### config.mk
export PLATFORM = sky130hd
export DESIGN_NAME = cmd_frame_parser
export DESIGN_NICKNAME = d
export VERILOG_FILES = /design/src/rtl/cmd_frame_parser.sv
export SDC_FILE = /design/constraint.sdc
export NUM_CORES = 1
export LEC_CHECK = 0
export BUFFER_PORTS_ARGS = -buffer_cell sky130_fd_sc_hd__buf_2
export CAP_MARGIN = 10
export CORE_ASPECT_RATIO = 1.2
export CORE_MARGIN = 3
export CORE_UTILIZATION = 58
export DETAILED_ROUTE_END_ITERATION = 10
export PLACE_DENSITY = 0.8
export REMOVE_ABC_BUFFERS = 1
export SLEW_MARGIN = 0
export SYNTH_ARGS = -nofsm -noshare
export SYNTH_HDL_FRONTEND = slang
export SYNTH_SLANG_ARGS = --single-unit
### constraint.sdc
create_clock -name clk -period 3.47 [get_ports clk]
set_clock_uncertainty 0.2 [all_clocks]
set_input_delay 0.1735 -clock clk [delete_from_list [all_inputs] [get_ports clk]]
set_output_delay 0.1735 -clock clk [all_outputs]
set_load 0.005 [all_outputs]
### src/rtl/cmd_frame_parser.sv
// cmd_frame_parser
//   Drains bytes from the host-link receive FIFO and assembles framed control
//   commands of the form: SYNC, opcode, length N, N payload bytes, checksum.
//   A validated frame is presented downstream as one command word on a
//   valid/ready handshake.
//   The checksum is the two's complement of the 8-bit sum of opcode, length
//   and payload. Malformed or stalled frames are dropped, and each one is
//   reported on err/err_code.
//
// Ports
//   clk            clock
//   reset_n        asynchronous active-low reset
//   fifo_data      FIFO head byte, valid while fifo_nonempty
//   fifo_nonempty  FIFO holds at least one byte
//   fifo_next      pop strobe; head byte is consumed at the rising edge
//   cmd_valid      command available (held until cmd_ready)
//   cmd_ready      downstream accepts the command
//   cmd_opcode     command opcode
//   cmd_len        payload byte count
//   cmd_payload    byte i at [8i+7:8i]; bytes at or above cmd_len are zero
//   err            one-cycle error pulse
//   err_code       1 = length, 2 = checksum, 3 = timeout (holds last value)
//   err_count      saturating error count
module cmd_frame_parser #(
  parameter int unsigned MAX_PAYLOAD    = 8,
  parameter logic [7:0]  SYNC_BYTE      = 8'hA5,
  parameter int unsigned TIMEOUT_CYCLES = 1024
) (
  input  logic                     clk,
  input  logic                     reset_n,
  input  logic [7:0]               fifo_data,
  input  logic                     fifo_nonempty,
  output logic                     fifo_next,
  output logic                     cmd_valid,
  input  logic                     cmd_ready,
  output logic [7:0]               cmd_opcode,
  output logic [7:0]               cmd_len,
  output logic [8*MAX_PAYLOAD-1:0] cmd_payload,
  output logic                     err,
  output logic [1:0]               err_code,
  output logic [7:0]               err_count
);

  localparam int            TW      = (TIMEOUT_CYCLES > 0) ? $clog2(TIMEOUT_CYCLES + 1) : 1;
  // The error fires on the idle edge that would take the counter to TIMEOUT_CYCLES.
  localparam logic [TW-1:0] TO_LAST = (TIMEOUT_CYCLES > 0) ? TW'(TIMEOUT_CYCLES - 1) : '0;
  localparam logic [7:0]    MAX_LEN = 8'(MAX_PAYLOAD);
  localparam int            PW      = 8 * MAX_PAYLOAD;

  typedef enum logic [2:0] {
    S_HUNT, S_OPCODE, S_LENGTH, S_PAYLOAD, S_CHECK, S_HOLD
  } state_t;

  state_t          state_reg, state_next;
  logic [7:0]      sum_reg, sum_next;
  logic [7:0]      idx_reg, idx_next;
  logic [7:0]      len_reg, len_next;
  logic [7:0]      op_reg, op_next;
  logic [PW-1:0]   pay_reg, pay_next;
  logic [TW-1:0]   to_reg, to_next;
  logic            cmd_valid_reg, cmd_valid_next;
  logic [7:0]      cmd_opcode_reg, cmd_opcode_next;
  logic [7:0]      cmd_len_reg, cmd_len_next;
  logic [PW-1:0]   cmd_payload_reg, cmd_payload_next;
  logic            err_reg, err_next;
  logic [1:0]      err_code_reg, err_code_next;
  logic [7:0]      err_count_reg, err_count_next;

  logic            pop;
  logic            err_hit;
  logic [7:0]      sum_add;
  logic [7:0]      idx_inc;
  logic [MAX_PAYLOAD-1:0] byte_sel;

  // Popping is gated by reset so nothing is consumed while the block is held.
  assign pop       = fifo_nonempty && reset_n && (state_reg != S_HOLD);
  assign fifo_next = pop;
  assign sum_add   = sum_reg + fifo_data;
  assign idx_inc   = idx_reg + 8'd1;

  for (genvar gi = 0; gi < MAX_PAYLOAD; gi++) begin : g_sel
    assign byte_sel[gi] = (idx_reg == 8'(gi));
  end

  always_comb begin
    state_next       = state_reg;
    sum_next         = sum_reg;
    idx_next         = idx_reg;
    len_next         = len_reg;
    op_next          = op_reg;
    pay_next         = pay_reg;
    to_next          = to_reg;
    cmd_valid_next   = cmd_valid_reg;
    cmd_opcode_next  = cmd_opcode_reg;
    cmd_len_next     = cmd_len_reg;
    cmd_payload_next = cmd_payload_reg;
    err_hit          = 1'b0;
    err_code_next    = err_code_reg;

    case (state_reg)
      S_HUNT: begin
        if (pop && fifo_data == SYNC_BYTE) begin
          state_next = S_OPCODE;
          sum_next   = '0;
          idx_next   = '0;
          pay_next   = '0;
        end
      end
      S_OPCODE: begin
        if (pop) begin
          op_next    = fifo_data;
          sum_next   = sum_add;
          state_next = S_LENGTH;
        end
      end
      S_LENGTH: begin
        if (pop) begin
          len_next = fifo_data;
          sum_next = sum_add;
          if (fifo_data > MAX_LEN) begin
            err_hit       = 1'b1;
            err_code_next = 2'd1;
            state_next    = S_HUNT;
          end else if (fifo_data == 8'd0) begin
            state_next = S_CHECK;
          end else begin
            state_next = S_PAYLOAD;
          end
        end
      end
      S_PAYLOAD: begin
        if (pop) begin
          // len_reg never exceeds MAX_PAYLOAD here, so idx_reg stays in range.
          for (int i = 0; i < MAX_PAYLOAD; i++) begin
            if (byte_sel[i]) pay_next[8*i +: 8] = fifo_data;
          end
          sum_next = sum_add;
          idx_next = idx_inc;
          if (idx_inc == len_reg) state_next = S_CHECK;
        end
      end
      S_CHECK: begin
        if (pop) begin
          if (sum_add == 8'h00) begin
            state_next       = S_HOLD;
            cmd_valid_next   = 1'b1;
            cmd_opcode_next  = op_reg;
            cmd_len_next     = len_reg;
            cmd_payload_next = pay_reg;
          end else begin
            err_hit       = 1'b1;
            err_code_next = 2'd2;
            state_next    = S_HUNT;
          end
        end
      end
      S_HOLD: begin
        if (cmd_ready) begin
          cmd_valid_next = 1'b0;
          state_next     = S_HUNT;
        end
      end
      default: state_next = S_HUNT;
    endcase

    // Inter-byte timeout: only counts while a frame is open and the FIFO
    // gives us nothing; any consumed byte restarts it.
    if (state_reg inside {S_OPCODE, S_LENGTH, S_PAYLOAD, S_CHECK}) begin
      if (pop) begin
        to_next = '0;
      end else if (TIMEOUT_CYCLES != 0) begin
        if (to_reg == TO_LAST) begin
          to_next       = '0;
          err_hit       = 1'b1;
          err_code_next = 2'd3;
          state_next    = S_HUNT;
        end else begin
          to_next = to_reg + 1'b1;
        end
      end
    end else begin
      to_next = '0;
    end

    err_next       = err_hit;
    err_count_next = (err_hit && err_count_reg != 8'hFF) ? err_count_reg + 8'd1 : err_count_reg;
  end

  always_ff @(posedge clk or negedge reset_n) begin
    if (!reset_n) begin
      state_reg       <= S_HUNT;
      sum_reg         <= '0;
      idx_reg         <= '0;
      len_reg         <= '0;
      op_reg          <= '0;
      pay_reg         <= '0;
      to_reg          <= '0;
      cmd_valid_reg   <= 1'b0;
      cmd_opcode_reg  <= '0;
      cmd_len_reg     <= '0;
      cmd_payload_reg <= '0;
      err_reg         <= 1'b0;
      err_code_reg    <= '0;
      err_count_reg   <= '0;
    end else begin
      state_reg       <= state_next;
      sum_reg         <= sum_next;
      idx_reg         <= idx_next;
      len_reg         <= len_next;
      op_reg          <= op_next;
      pay_reg         <= pay_next;
      to_reg          <= to_next;
      cmd_valid_reg   <= cmd_valid_next;
      cmd_opcode_reg  <= cmd_opcode_next;
      cmd_len_reg     <= cmd_len_next;
      cmd_payload_reg <= cmd_payload_next;
      err_reg         <= err_next;
      err_code_reg    <= err_code_next;
      err_count_reg   <= err_count_next;
    end
  end

  assign cmd_valid   = cmd_valid_reg;
  assign cmd_opcode  = cmd_opcode_reg;
  assign cmd_len     = cmd_len_reg;
  assign cmd_payload = cmd_payload_reg;
  assign err         = err_reg;
  assign err_code    = err_code_reg;
  assign err_count   = err_count_reg;

endmodule

==> impl_metrics.csv <==
group,metric,value,unit
sta,min_period,3.259,ns
cts,cts_max_path_buffers,3,
sta,final_critical_path_setup_slack,0.2113,ns
global_route,grt_pass1_wl,33510,um
global_route,track_usage,24.03,%
setup_path,crit_required,3.64,ns
sta,worstMarginPinSlew,1.057,ns
detailed_routing,drt_iter0_markers,412,
sta,setup_viol,0,
synthesis,ys.flop_type,"dfrtp_1",
finish,antenna_cells,0,
floorplanning,die_x,121.0,um
place,place_ws,0.2874,ns
setup_path,critPathLaunchType,"primary input",
detailed_routing,antenna_left,0,
sta,period_share,93.91,%
sta,grt_setup_unrepaired,"false",
cts,insertion_delay,0.49,ns
cts,numClockSinks,202,
detailed_routing,wl,20360,um
place,port_buffers,104,
sta,hold_viol,0,
cts,clk_pin_slew,0.06,ns
setup_path,crit_path_end_kind,"flop",
cts,cts_tree,"yes",
finish,drive_above_1_share,33.26,%
global_route,globalRoute.totalOverflow,0,
sta,fmax,306.9,MHz
place,dpl_cell_area,0.009862,sq mm
power_and_ir_drop,power_leakage,5.604,nW
place,gp_routability_congestion,0.8452,
finish,layout_commonest_cell,"dfrtp_1",
worst_hold_path,hold_class,"primary input to flop",
finish,layout_common_cells,"dfrtp_1, buf_2, nand2_1",
synthesis,ys_ff_latch,202,
detailed_routing,top_layer_used,"met4",
floorplanning,core.rowCount,49,
finish,synthToLayoutAreaGrowth,15.76,%
sta,slew_violations,0,
detailed_routing,wl_met1,8446,um
detailed_routing,met3_length,851,um
cts,numCtsBuffers,21,
place,dpl.hpwl,13420,um
global_route,antenna_found_initial,0,
detailed_routing,vias,6057,
cts,root_buffer,"clkbuf_16",
synthesis,synth.distinct_cells,59,
detailed_routing,drc_errors,0,
finish,finish.utilization,69.78,%
synthesis,ys_seq_area_share,54.93,%
detailed_routing,wl_met2,10480,um
setup_path,critPathMaxFanout,82,
detailed_routing,viasPerCell,5.693,
detailed_routing,dr.pass1.iters,5,
power_and_ir_drop,powerDensity,461.8,mW/mm^2
detailed_routing,wire_per_inst,19.13,um
outcome,status,"finished clean",
floorplanning,die_area,0.01742,sq mm
synthesis,synth_edf_count,0,
setup_path,worst-setup-path-type,"primary input to flop",
floorplanning,initial_core_util,60.28,%
floorplanning,core-area,0.01527,sq mm
finish,final_cell_area,0.01065,sq mm
floorplanning,chipHeight,144.0,um
synthesis,syn_inst,722,
floorplanning,top_level_ports,105,
global_route,first_global_vias,6382,
synthesis,synth.yosys.warnings,0,
sta,maxSlewHeadroom,29.55,%
finish,fin_nets,872,
flow_run,cap_violations,0,
power_and_ir_drop,ir_worst_vdd,0.4010,mV
setup_path,crit_arrival,3.43,ns
synthesis,netlist_area,0.009203,sq mm
synthesis,syn_avg_cell_area,12.75,sq um
global_route,grt_max_degree,199,
cts,htreeDepth,1,
synthesis,async_flop_share,100.0,%
logic make-up after synthesis:
| group | after synthesis | synth area share (%) |
|---|---|---|
| simple gates | 202 | 10.62 |
| fa+ha+maj | 14 | 1.985 |
| compound gates | 106 | 7.369 |
| buf+inv | 38 | 3.181 |
| mux | 130 | 19.06 |
| flops | 202 | 54.93 |
| xor+xnor | 30 | 2.855 |
final timing paths:
kind	start	to	slack [ns]	depth (start not counted)
setup / recovery	fifo_data[0]	cmd_payload[32]	0.21	12
hold / removal	fifo_data[4]	op_reg[4]	0.03	3
setup reg to reg	sum_reg[0]	cmd_payload[32]	0.29	10
hold reg to reg	op_reg[1]	op_reg[1]	0.28	2
max in group asynchronous	reset_n	op_reg[0]	2.00	3
min in group asynchronous	reset_n	cmd_len[5]	0.24	3
per-stage QoR:
step | cells | hold WS (ns) | TNS, ns | total power [W]
floorplan | 696 | -0.3221 | -294.33 | 0.002596
global placement | 1017 | -0.2017 | 0 | 0.002702
detailed placement | 1017 | -0.2011 | 0 | 0.002712
CTS | 1064 | 0.0004640 | 0 | 0.004960
global route | 1064 | 0.003121 | 0 | 0.005101
finish | 1064 | 0.02708 | 0 | 0.004919
timing repair:
action / CTS / global route
endpoints found under the setup margin: 0 / 75
hold buffers: 10 / 0
hold endpoints to repair: 246 / 0
resized for setup: 0 / 1
setup buffers: 0 / 0
layout make-up:
class | instances | area [sq um]
Sequential cell | 202 | 5055
Fill cell | 1049 | 4613
Multi-Input combinational cell | 482 | 3860
Timing Repair Buffer | 127 | 752.0
Clock buffer | 29 | 585.6
Tap cell | 204 | 255.2
Clock inverter | 8 | 100.1
Inverter | 12 | 45.04
Yosys cell counts, types with 3 or more instances:
cell        n  area (sq um)
nand3_1    20         100.1
and3_1     18         112.6
a21oi_4     3         48.80
mux2_2     49         551.8
a31oi_1     3         18.77
nand2b_1    5         31.28
dfrtp_1   202          5055
inv_1      11         41.29
and2_1      4         25.02
nand2_1    87         326.6
nor2b_1     3         18.77
nor3b_1     3         22.52
a21oi_1    13         65.06
o31ai_1     8         60.06
a21o_1      6         45.04
o21ai_0    58         290.3
nor2_1     34         127.6
nor3_1      5         25.02
clkbuf_1   12         45.04
nand4_1     5         31.28
ha_1       13         162.7
nor4_1      5         31.28
xor2_1     14         122.6
buf_12      7         140.1
mux2_4     78          1171
xnor2_1    16         140.1
critical path, cell delays in order:
cell and delay [ns]:
dlygate4sd3_1 0.53, buf_2 0.21, ha_1 0.24, inv_1 0.07, fa_1 0.39, nand2b_1 0.18
a21oi_1 0.21, buf_4 0.17, a2111oi_4 0.07, nand4_1 0.18, buf_12 0.45, mux2_2 0.41
routing by layer:
| layer | vias to the layer above | GRT usage (%) |
|---|---|---|
| met5 | - | 0 |
| met4 | 0 | 8.174 |
| met3 | 45 | 3.404 |
| met2 | 164 | 42.83 |
| met1 | 3066 | 30.26 |
| li1 | 2782 | - |
where the power goes:
group	internal [W]	switching (W)	total (W)
registers	0.00239	0.0000314	0.00242
logic	0.000100	0.000159	0.000259
clock network	0.00134	0.000906	0.00224
No activity file was read; power rests on OpenSTA's default activity.
